**config.mk**
```make
export PLATFORM = sky130hd
export DESIGN_NAME = key_evt_fifo
export DESIGN_NICKNAME = d
export VERILOG_FILES = /design/src/rtl/key_evt_fifo.sv
export SDC_FILE = /design/constraint.sdc
export NUM_CORES = 1
export LEC_CHECK = 0
export CORE_MARGIN = 2
export CORE_UTILIZATION = 35
export DETAILED_ROUTE_END_ITERATION = 12
export SYNTH_ARGS = -nofsm -noshare
export SYNTH_HDL_FRONTEND = slang
export SYNTH_SLANG_ARGS = --single-unit
```
**constraint.sdc**
```tcl
create_clock -name clk_i -period 4.1 [get_ports clk_i]
set_clock_uncertainty 0.2 [all_clocks]
set_input_delay 0.82 -clock clk_i [delete_from_list [all_inputs] [get_ports clk_i]]
set_output_delay 0.82 -clock clk_i [all_outputs]
set_load 0.1 [all_outputs]
```
**src/rtl/key_evt_fifo.sv**
```systemverilog
// key_evt_fifo: key-event buffer between the matrix scanner and the MCU.
//   Buffers 8-bit key codes in a DEPTH-entry FIFO. The MCU drains one code per
//   rising edge of pop_i. int_o is raised on fill level, on a stale non-empty
//   timeout, or on a sticky overflow.
// Ports:
//   clk_i, rst_i      clock, synchronous active-high reset
//   key_i8/key_vld_i  scanner push (one-cycle strobe)
//   pop_i             MCU read strobe (edge-detected, any width)
//   clr_i             flush request (level)
//   dat_o8            head code, 8'h00 when empty
//   cnt_o4            occupancy, zero-extended
//   empty_o/full_o    occupancy flags
//   ovf_o             sticky push-while-full flag
//   int_o             level interrupt
module key_evt_fifo #(
  parameter int DEPTH     = 8,
  parameter int AW        = 3,
  parameter int INT_LEVEL = 4,
  parameter int TMO_CYC   = 50000,
  parameter int TW        = 16
) (
  input  logic       clk_i,
  input  logic       rst_i,
  input  logic [7:0] key_i8,
  input  logic       key_vld_i,
  input  logic       pop_i,
  input  logic       clr_i,
  output logic [7:0] dat_o8,
  output logic [3:0] cnt_o4,
  output logic       empty_o,
  output logic       full_o,
  output logic       ovf_o,
  output logic       int_o
);

  logic [7:0]    mem [DEPTH];
  logic [AW-1:0] rd_ptr, wr_ptr, rd_nxt, wr_nxt;
  logic [AW:0]   cnt, cnt_nxt;
  logic [TW-1:0] tmr, tmr_nxt;
  logic          tmo, tmo_nxt, ovf_nxt, int_nxt;
  logic          pop_q, pop_edge, pop_ok, push, is_empty, is_full;
  logic [7:0]    head_nxt;

  always_comb begin
    is_empty = (cnt == '0);
    is_full  = (cnt == (AW+1)'(DEPTH));
    pop_edge = pop_i & ~pop_q;
    pop_ok   = pop_edge & ~is_empty;
    // A pop in the same cycle frees a slot, so a full FIFO still accepts.
    push     = key_vld_i & (~is_full | pop_ok);
    rd_nxt   = rd_ptr + AW'(pop_ok);
    wr_nxt   = wr_ptr + AW'(push);
    cnt_nxt  = cnt + (AW+1)'(push) - (AW+1)'(pop_ok);
    ovf_nxt  = ovf_o | (key_vld_i & is_full & ~pop_ok);

    // Stale timer: any activity or an empty FIFO restarts it; it stops once
    // the flag is set so it never wraps.
    tmr_nxt = tmr;
    tmo_nxt = tmo;
    if (push | pop_ok | is_empty)
      tmr_nxt = '0;
    else if ((cnt < (AW+1)'(INT_LEVEL)) && !tmo) begin
      tmr_nxt = tmr + 1'b1;
      if (tmr_nxt == TW'(TMO_CYC - 1))
        tmo_nxt = 1'b1;
    end
    if (cnt_nxt == '0)
      tmo_nxt = 1'b0;

    // Head of the new state; bypass the write when the pushed code lands in
    // the slot the read pointer will point at (push into empty FIFO).
    if (cnt_nxt == '0)
      head_nxt = 8'h00;
    else if (push && (wr_ptr == rd_nxt))
      head_nxt = key_i8;
    else
      head_nxt = mem[rd_nxt];

    int_nxt = (cnt_nxt >= (AW+1)'(INT_LEVEL)) | tmo_nxt | ovf_nxt;
  end

  // Storage is not reset; stale contents are never visible past the count.
  always_ff @(posedge clk_i)
    if (!rst_i && !clr_i && push)
      mem[wr_ptr] <= key_i8;

  always_ff @(posedge clk_i) begin
    if (rst_i) begin
      pop_q   <= 1'b0;
      rd_ptr  <= '0;
      wr_ptr  <= '0;
      cnt     <= '0;
      tmr     <= '0;
      tmo     <= 1'b0;
      ovf_o   <= 1'b0;
      dat_o8  <= 8'h00;
      cnt_o4  <= 4'd0;
      empty_o <= 1'b1;
      full_o  <= 1'b0;
      int_o   <= 1'b0;
    end else begin
      pop_q <= pop_i;
      if (clr_i) begin
        rd_ptr  <= '0;
        wr_ptr  <= '0;
        cnt     <= '0;
        tmr     <= '0;
        tmo     <= 1'b0;
        ovf_o   <= 1'b0;
        dat_o8  <= 8'h00;
        cnt_o4  <= 4'd0;
        empty_o <= 1'b1;
        full_o  <= 1'b0;
        int_o   <= 1'b0;
      end else begin
        rd_ptr  <= rd_nxt;
        wr_ptr  <= wr_nxt;
        cnt     <= cnt_nxt;
        tmr     <= tmr_nxt;
        tmo     <= tmo_nxt;
        ovf_o   <= ovf_nxt;
        dat_o8  <= head_nxt;
        cnt_o4  <= 4'(cnt_nxt);
        empty_o <= (cnt_nxt == '0);
        full_o  <= (cnt_nxt == (AW+1)'(DEPTH));
        int_o   <= int_nxt;
      end
    end
  end

endmodule
```
# Word level (Yosys, flattened, before mapping)
# Memories as Yosys holds them, arrays and structs flattened. A register that Yosys moved wholly into a read port is not among the register bits.
# Cells that the tools add are included.
# totals
regBits	32
ram_bits	64
input_bits	13
output_inout_bits	16
memories	1
wordCells	53
# classes
mux	6
eq_ne	3
reduce_logical	11
bitwise	15
add_sub_neg	5
n_lt_le_gt_ge	2
# mem_list
name	words	width	rd	rd_clocked_by_memory_dff	write_ports	line_no	text
mem	8	8	1	1	1	36	logic [7:0] mem [DEPTH];
# ops
cell	count
$add A16 B1 Y16 const B	1
$eq A16 B16 Y1 const B	1
$eq A4 B4 Y1 const B	2
$logic_not A4 Y1	2
$add A3 B1 Y3	2
$mux W1	6
$or A1 B1 Y1	6
$reduce_or A3 Y1	2
$and A1 B1 Y1	5
$add A4 B1 Y4	1
$ge A4 B3 Y1 const B	1
$lt A4 B3 Y1 const B	1
$not A1 Y1	4
$sub A4 B1 Y4	1
$logic_and A1 B1 Y1	3
$logic_not A1 Y1	3
$reduce_or A2 Y1	1

# Depth between registers and ports, before layout
# Gate-level depths: netlist (run 1).
# depth
depth_word	11
ltp_mapped	13
mapped_depth_nobuf	13

# Least setup slack after synthesis (run 1)
# Ideal clock, no wire load.
# synth_timing
kind	reg-to-reg
startpoint	reg cnt[2]
endpoint	reg int_o
path_buffers	1
setup_ns	0.130
t_arrival_ns	3.599
synth_period_minus_slack_ns	3.929
t_required_ns	3.770
setup_slack_ns	0.171
path_stages_with_launch	13
cell_sequence	dfxtp_1 > inv_1 > ha_1 > o211ai_1 > nand2_1 > ha_1 > ha_1 > fa_1 > xnor2_1 > nand2_1 > o31ai_1 > clkbuf_1 > o211ai_1
# synth_via
elab_chain_len	11
word_cells_on_any_way	24
cone_classes	add/sub (2); order compare (2); eq/ne (1); mux (3); bitwise (13); reduce/logical (3)
# synth_lines
item	line_no	text
start: declaration	38	logic [AW:0] cnt, cnt_nxt;
start signal: assignment	118	cnt <= cnt_nxt;
parallel branches: the longest is 10 deep, another holds $add A4 B1 Y4	-	
$or A1 B1 Y1 (*)	79	int_nxt = (cnt_nxt >= (AW+1)'(INT_LEVEL)) | tmo_nxt | ovf_nxt;
end signal: assignment	126	int_o <= int_nxt;
end: declaration	33	output logic int_o
# Every way passes the cells marked *.
# A chain may end at the register's enable or synchronous reset.

# Final worst setup path (run 1)
# layout_timing
startpoint	in pop_i
endpoint	reg dat_o8[3], read port of mem
# layout_via
elab_chain_len	8
word_cells_on_any_way	9
cone_classes	add/sub (3); bitwise (4); reduce/logical (2)
# layout_lines
item	line_no	text
start: declaration	26	input logic pop_i,
$and A1 B1 Y1 (*)	47	pop_edge = pop_i & ~pop_q;
$and A1 B1 Y1 (*)	48	pop_ok = pop_edge & ~is_empty;
$or A1 B1 Y1	50	push = key_vld_i & (~is_full | pop_ok);
$and A1 B1 Y1	50	
$add A4 B1 Y4	53	cnt_nxt = cnt + (AW+1)'(push) - (AW+1)'(pop_ok);
$sub A4 B1 Y4	53	
$logic_not A4 Y1	72	if (cnt_nxt == '0)
$reduce_or A3 Y1 (no line)	-	
end: declaration	28	output logic [7:0] dat_o8,
# Every way passes the cells marked *; elsewhere a longest branch is shown, timed or not.

==> flow_metrics.tcl, run 1 <==
set metrics [dict create \
    met3WireLength_um 236 \
    start_util_pct 35.7 \
    antenna_cells 0 \
    yosys.area_share.simple_pct 12.5 \
    gp_congestion 0.814 \
    cts.sinks 104 \
    worst-r2r-cell-count 12 \
    worst_pin_slew_ps 982 \
    wl_met2_mm 4.43 \
    fillers 1187 \
    rr_startpoint "cnt[2]" \
    setup_violations 0 \
    fin_nets 397 \
    min_period_ps 3450 \
    crit_fanout 10 \
    antenna_found_initial 0 \
    grt.total_usage_pct 13.2 \
    drtAntennaViolNets 0 \
    reg2reg_slack_ps 960 \
    holdPathStages 2 \
    area_growth_pct 19.2 \
    max_freq_mhz 290 \
    synth_edf_count 64 \
    syn_area_um2 4510 \
    ir_worst_vdd_mv 0.313 \
    clk_pin_slew_ps 70 \
    vias 2663 \
    rows 41 \
    p_comb_share_pct 13.6 \
    crit_arrival_ps 3500 \
    syn_area_per_cell_um2 13.8 \
    grt_max_degree 22 \
    postCtsSetupRepairBufs 0 \
    place_hpwl_mm 5.75 \
    multi_input_area_um2 1670 \
    finalWorstSetupSlack_ps 646 \
    period_share_pct 84.2 \
    finish.instance_area_um2 5370 \
    drtIter0Drc 190 \
    timing.rr.end "dat_o8[3]" \
    cts_buffer_depth 2 \
    end_kind "register" \
    root_buffer "clkbuf_16" \
    clock_power_share_pct 37.0 \
    place_area_um2 5070 \
    synth_cells 327 \
    hp-class "register to register" \
    drcViolationCount 0 \
    synth.mux.area_fraction_pct 12.4 \
    synthesis.nets 353 \
    worstSkewPairLatency_ps 360 \
    grt_pass1_vias 2695 \
    finalSetupTns_ps 0 \
    critPathKind "primary input to register" \
    dieArea_um2 13800 \
    synth_seq_area_share_pct 60.4 \
    post_cts_resized 0 \
    power.internal_mw 1.67 \
    port_buffers 28 \
    p_leak_nw 1.77 \
    hold_start "ovf_o" \
    worstHoldEndpoint "ovf_o" \
    seq_area_um2 2720 \
    rsz0062_at_grt "no" \
    max-slew-margin-rel_pct 34.3 \
    p_seq_share_pct 49.4 \
    p_sw_share_pct 27.4 \
    hold_viol_final 0 \
    yosys_warnings 0 \
    drive_above_1_share_pct 15.7 \
    switching_power_mw 0.632 \
    drv_cap 0 \
    synth-xor-area-share_pct 5.22 \
    die_h_um 117 \
    required_ps 4140 \
    grt_pass1_wl_mm 13.9 \
    p_per_area_nw_per_um2 429 \
    cts_buffers 9 \
    ios 29 \
    start_kind "primary input" \
    overflow 0 \
    synth_top_family_by_area "simple AND/OR/NAND/NOR gates" \
    die-width_um 117 \
    synthAdderAreaFrac_pct 3.78 \
    cts_tree "built" \
    htree_levels 3 \
    core_area_um2 12600 \
    synth_compound_area_share_pct 3.14 \
    viasPerCell 4.86 \
    drt-wirelength-per-cell_um 15.4 \
    first_pass_iters 4 \
    status "finished clean" \
    m1WireLength_mm 3.64 \
    yosys_most_used_dff "edfxtp_1" \
    drt_wl_total_mm 8.46 \
    maxSlewViolCount 0 \
    synth-seq-cells 104 \
    cts_hold_buf 0 \
    synthArstFlopShare_pct 0 \
    top_layer_used "met4" \
    synth_cell_types 47 \
    dp_worst_setup_slack_ps 245 \
]
cells by family after synthesis:
logic type	after synthesis
AO/OA/AOI/OAI	22
XOR/XNOR	26
adder cells (fa/ha/maj)	13
buffers and inverters	23
flip-flops	104
multiplexers	32
AND/OR/NAND/NOR	107
cell type report:
type	count	share of cell area, %
multi-input cells	200	31.1
flip-flops and latches	104	50.7
inverters	11	0.769
clock buffers	9	4.19
well taps	172	4.01
repair buffers	45	7.83
clock inverters	7	1.35
power groups by stage:
stage / registers [mW] / clock network [mW] / logic, mW
after floorplan: 1.26 / 0 / 0.129
after global placement: 1.16 / 0 / 0.313
after detailed placement: 1.16 / 0 / 0.317
after CTS: 1.14 / 0.882 / 0.317
after global routing: 1.14 / 0.923 / 0.337
final: 1.14 / 0.853 / 0.314
Yosys cell counts, drive strengths merged, types with 9 or more instances:
cell    count  area share, %
xnor2      14            2.7
mux4       16            8.6
nand2      12            1.0
dfxtp      40             18
nor2       38            3.2
xor2       12            2.5
ha         12            3.3
edfxtp     64             43
inv        11           0.92
a21oi       9            1.0
nand3      13            1.6
nand4      11            1.5
critical path: stages:
cell	delay (ps)
clkdlybuf4s50_1	470
nand2b_1	90
a21oi_1	220
inv_1	70
ha_1	290
ha_1	210
fa_1	380
xnor2_1	190
nand2_1	100
o31ai_2	320
buf_4	260
nor2_1	80
state kept, by name, indices dropped and copies added, names as in the netlist:
register and cells:
mem 64, tmo 1, int_o 1, empty_o 1, ovf_o 1, wr_ptr 3, cnt 4, full_o 1
dat_o8 8, tmr 16, pop_q 1, rd_ptr 3
through the flow:
stage	hold slack [ps]	total power, mW	util, %	std cells
global route	324	2.40	42.5	548
finish	296	2.30	42.5	548
detailed placement	288	1.48	40.2	532
global placement	283	1.48	40.2	532
CTS	298	2.34	42.5	548
floorplan	261	1.39	-	327
metal layers:
layer | track usage, % | up-vias
met5 | 0 | -
met4 | 5.65 | 0
met3 | 3.34 | 11
met2 | 22.9 | 32
met1 | 15.5 | 1320
li1 | - | 1300
how the worst max path moves through the flow:
stage | from | slack [ps] | to
finish | pop_i | 650 | dat_o8[3]
global route | pop_i | 420 | dat_o8[1]
CTS | pop_i | 620 | tmo
detailed placement | pop_i | 250 | dat_o8[3]
global placement | pop_i | 320 | tmo
floorplan | cnt[2] | 170 | int_o
cell usage in the layout (no fill, tap or decap), types with 2 or more instances in the layout:
cell and count:
a211o_1 2, a21oi_1 9, and2_1 7, and3_1 3, buf_4 16, clkbuf_16 9, clkdlybuf4s50_1 28, dfxtp_1 40
edfxtp_1 64, ha_1 12, inv_1 10, inv_6 3, inv_8 2, mux2_2 8, mux2i_1 8, mux4_1 7
mux4_2 9, nand2_1 12, nand2b_1 5, nand3_1 12, nand4_1 11, nor2_1 38, nor2b_1 2, nor3_1 4
nor3_4 2, o211ai_1 2, o21ai_1 3, or3_1 3, xnor2_1 14, xor2_1 11
Power figures use the tool's default switching activity.
==> run 2: changes to the inputs <==
==> constraint.sdc (replaced) <==
create_clock -name clk_i -period 3.5 [get_ports clk_i]
set_clock_uncertainty 0.2 [all_clocks]
set_input_delay 0.7 -clock clk_i [delete_from_list [all_inputs] [get_ports clk_i]]
set_output_delay 0.7 -clock clk_i [all_outputs]
set_load 0.1 [all_outputs]
==> run 2 against run 1 <==
  * Hold slack worse by 4.1 ps
  * Highest routed layer unchanged
  * Count of clock-buffer cells in the layout is 1 higher
  * Clock power is 14% higher
  * Die area stayed put
  * Critical path depth is 1 higher
  * Via count is 1.9% higher
  * Largest cell class unchanged
  * Utilization is 0.59 points higher
==> flow_metrics.tcl, run 2 (synthesis gave the netlist of run 1 again) <==
set metrics [dict create \
    worst_pin_slew_ps 430 \
    port_buffers 28 \
    drt-wirelength-per-cell_um 15.3 \
    gp_congestion 0.779 \
    viasPerCell 4.86 \
    required_ps 3530 \
    cts_buffer_depth 2 \
    worstHoldEndpoint "ovf_o" \
    holdPathStages 2 \
    largest_reg_flops 64 \
    fin_nets 407 \
    crit_buf_inv 1 \
    overflow 0 \
    max_freq_mhz 303 \
    cts.sinks 104 \
    dp_worst_setup_slack_ps -232 \
    antenna_found_initial 0 \
    die_h_um 117 \
    worstSkewPairLatency_ps 350 \
    crit_family "adder cells" \
    mostFrequentLayoutCells "edfxtp_1 (64), buf_4 (39), nor2_1 (38), dfxtp_1 (36), xnor2_1 (13)" \
    rr_startpoint "cnt[2]" \
    core_area_um2 12600 \
    min_period_ps 3300 \
    area_growth_pct 20.8 \
    hold_viol_final 0 \
    antenna_cells 0 \
    drv_cap 0 \
    timing.rr.end "int_o" \
    end_kind "register" \
    rsz0062_at_grt "no" \
    finalWorstSetupSlack_ps 200 \
    grt.total_usage_pct 12.9 \
    place_hpwl_mm 6.06 \
    p_leak_nw 1.86 \
    final_common_cell "edfxtp_1" \
    hp-class "register to register" \
    grt_pass1_vias 2682 \
    max-slew-margin-rel_pct 71.2 \
    worst-r2r-cell-count 13 \
    vias 2714 \
    root_buffer "clkbuf_16" \
    crit_arrival_ps 3330 \
    grt_pass1_wl_mm 13.9 \
    drtIter0Drc 161 \
    period_share_pct 94.3 \
    drtAntennaViolNets 0 \
    rows 41 \
    status "finished clean" \
    p_per_area_nw_per_um2 494 \
    clk_pin_slew_ps 70 \
    fillers 1172 \
    path_cells "clkdlybuf4s50_1 -> nand2b_1 -> o211ai_1 -> nand2_1 -> ha_1 -> ha_1 -> fa_1 -> xnor2_2 -> nand2_1 -> o31ai_4 -> a21oi_1 -> nand4_1 -> o211ai_1" \
    setup_violations 0 \
    drcViolationCount 0 \
    ios 29 \
    cts_buffers 9 \
    slowest_stage "clkdlybuf4s50_1" \
    drt_wl_total_mm 8.53 \
    maxSlewViolCount 0 \
    critPathKind "primary input to register" \
    htree_levels 3 \
    drive_above_1_share_pct 23.1 \
    first_pass_iters 5 \
    hold_start "ovf_o" \
    finalSetupTns_ps 0 \
    grt_max_degree 20 \
    cts_tree "built" \
    reg2reg_slack_ps 470 \
    registers.top_by_ff_count "mem" \
    cpPeakStageDelay_ps 470 \
    top_regs "mem: 64 flops, tmr: 16 flops, dat_o8: 8 flops" \
    crit_fanout 3 \
    start_util_pct 35.7 \
    dieArea_um2 13800 \
    ir_worst_vdd_mv 0.318 \
    die-width_um 117 \
    start_kind "primary input" \
]
-- run 2: cell count changes in the layout (fill, tap and decap cells not counted), sizes merged --
| cell | delta |
|---|---|
| inv | -2 |
| clkdlybuf4s50 | -16 |
| buf | +26 |
| clkinv | +1 |
| clkbuf | +1 |
-- run 2: report_power, final --
group          internal [mW]  total [mW]  switching (mW)  leakage (nW)
sequential              1.32        1.33          0.0123         0.903
combinational          0.141       0.387           0.246         0.820
clock                  0.499       0.969           0.469         0.138
total                   1.96        2.69           0.728          1.86
-- run 2: worst register-to-register path, stage by stage, from the launching register on --
cell and delay (ps):
dfxtp_4 340, inv_1 60, ha_1 230, o211ai_1 190, nand2_1 110, ha_1 290
ha_1 210, fa_1 410, xnor2_2 170, nand2_1 130, o31ai_4 290, a21oi_1 70
nand4_1 130, o211ai_1 100
-- run 2: cell type report --
type	count	area, um2	share of cell area (%)
Sequential cell	104	2730	50.1
Multi-Input combinational cell	200	1690	31.0
Timing Repair Buffer	55	484	8.89
Clock buffer	10	229	4.21
Tap cell	172	215	3.95
Clock inverter	6	56.3	1.03
Inverter	11	41.3	0.758
-- run 2: how the worst max path moves through the flow --
stage	start	to	slack, ps	cells after the start
5_1_grt	pop_i	int_o	30	13
3_3_place_gp	pop_i	int_o	-110	12
2_1_floorplan	cnt[3]	int_o	10	12
3_5_place_dp	pop_i	int_o	-230	12
4_1_cts	pop_i	int_o	130	12
6_report	pop_i	int_o	200	13
-- run 2: layer usage --
| metal | vias up | global-route usage, % | part of all wire [%] |
|---|---|---|---|
| met4 | 0 | 3.84 | 1.3 |
| met5 | - | 0 | 0 |
| li1 | 1330 | - | - |
| met1 | 1343 | 15.4 | 42 |
| met3 | 7 | 3.68 | 3.3 |
| met2 | 34 | 22.8 | 53 |
-- run 2: what timing repair did --
item / CTS / global route
endpoints found under the setup margin: 0 / 1
hold buffers: 0 / 0
setup buffers: 0 / 0
gates resized for setup: 0 / 3
-- run 2: stage by stage --
stage               cell area (um2)  hold slack [ps]  power, mW  instances  utilization (%)
CTS                            5420              295       2.71        558             43.0
finish                         5440              292       2.69        558             43.1
floorplan                      4510              261       1.63        327                -
global route                   5440              324       2.79        558             43.1
detailed placement             5140              283       1.74        542             40.7
global placement               5140              276       1.74        542             40.7
==> run 3: changes to the inputs <==
--- a/config.mk
+++ b/config.mk
@@ -8,6 +8,7 @@
 export CORE_MARGIN = 2
 export CORE_UTILIZATION = 35
 export DETAILED_ROUTE_END_ITERATION = 12
+export HOLD_SLACK_MARGIN = 0.02
 export SYNTH_ARGS = -nofsm -noshare
 export SYNTH_HDL_FRONTEND = slang
 export SYNTH_SLANG_ARGS = --single-unit
==> results of run 3 <==
Same layout as run 2: the final DEF is identical, and so are final timing and power.
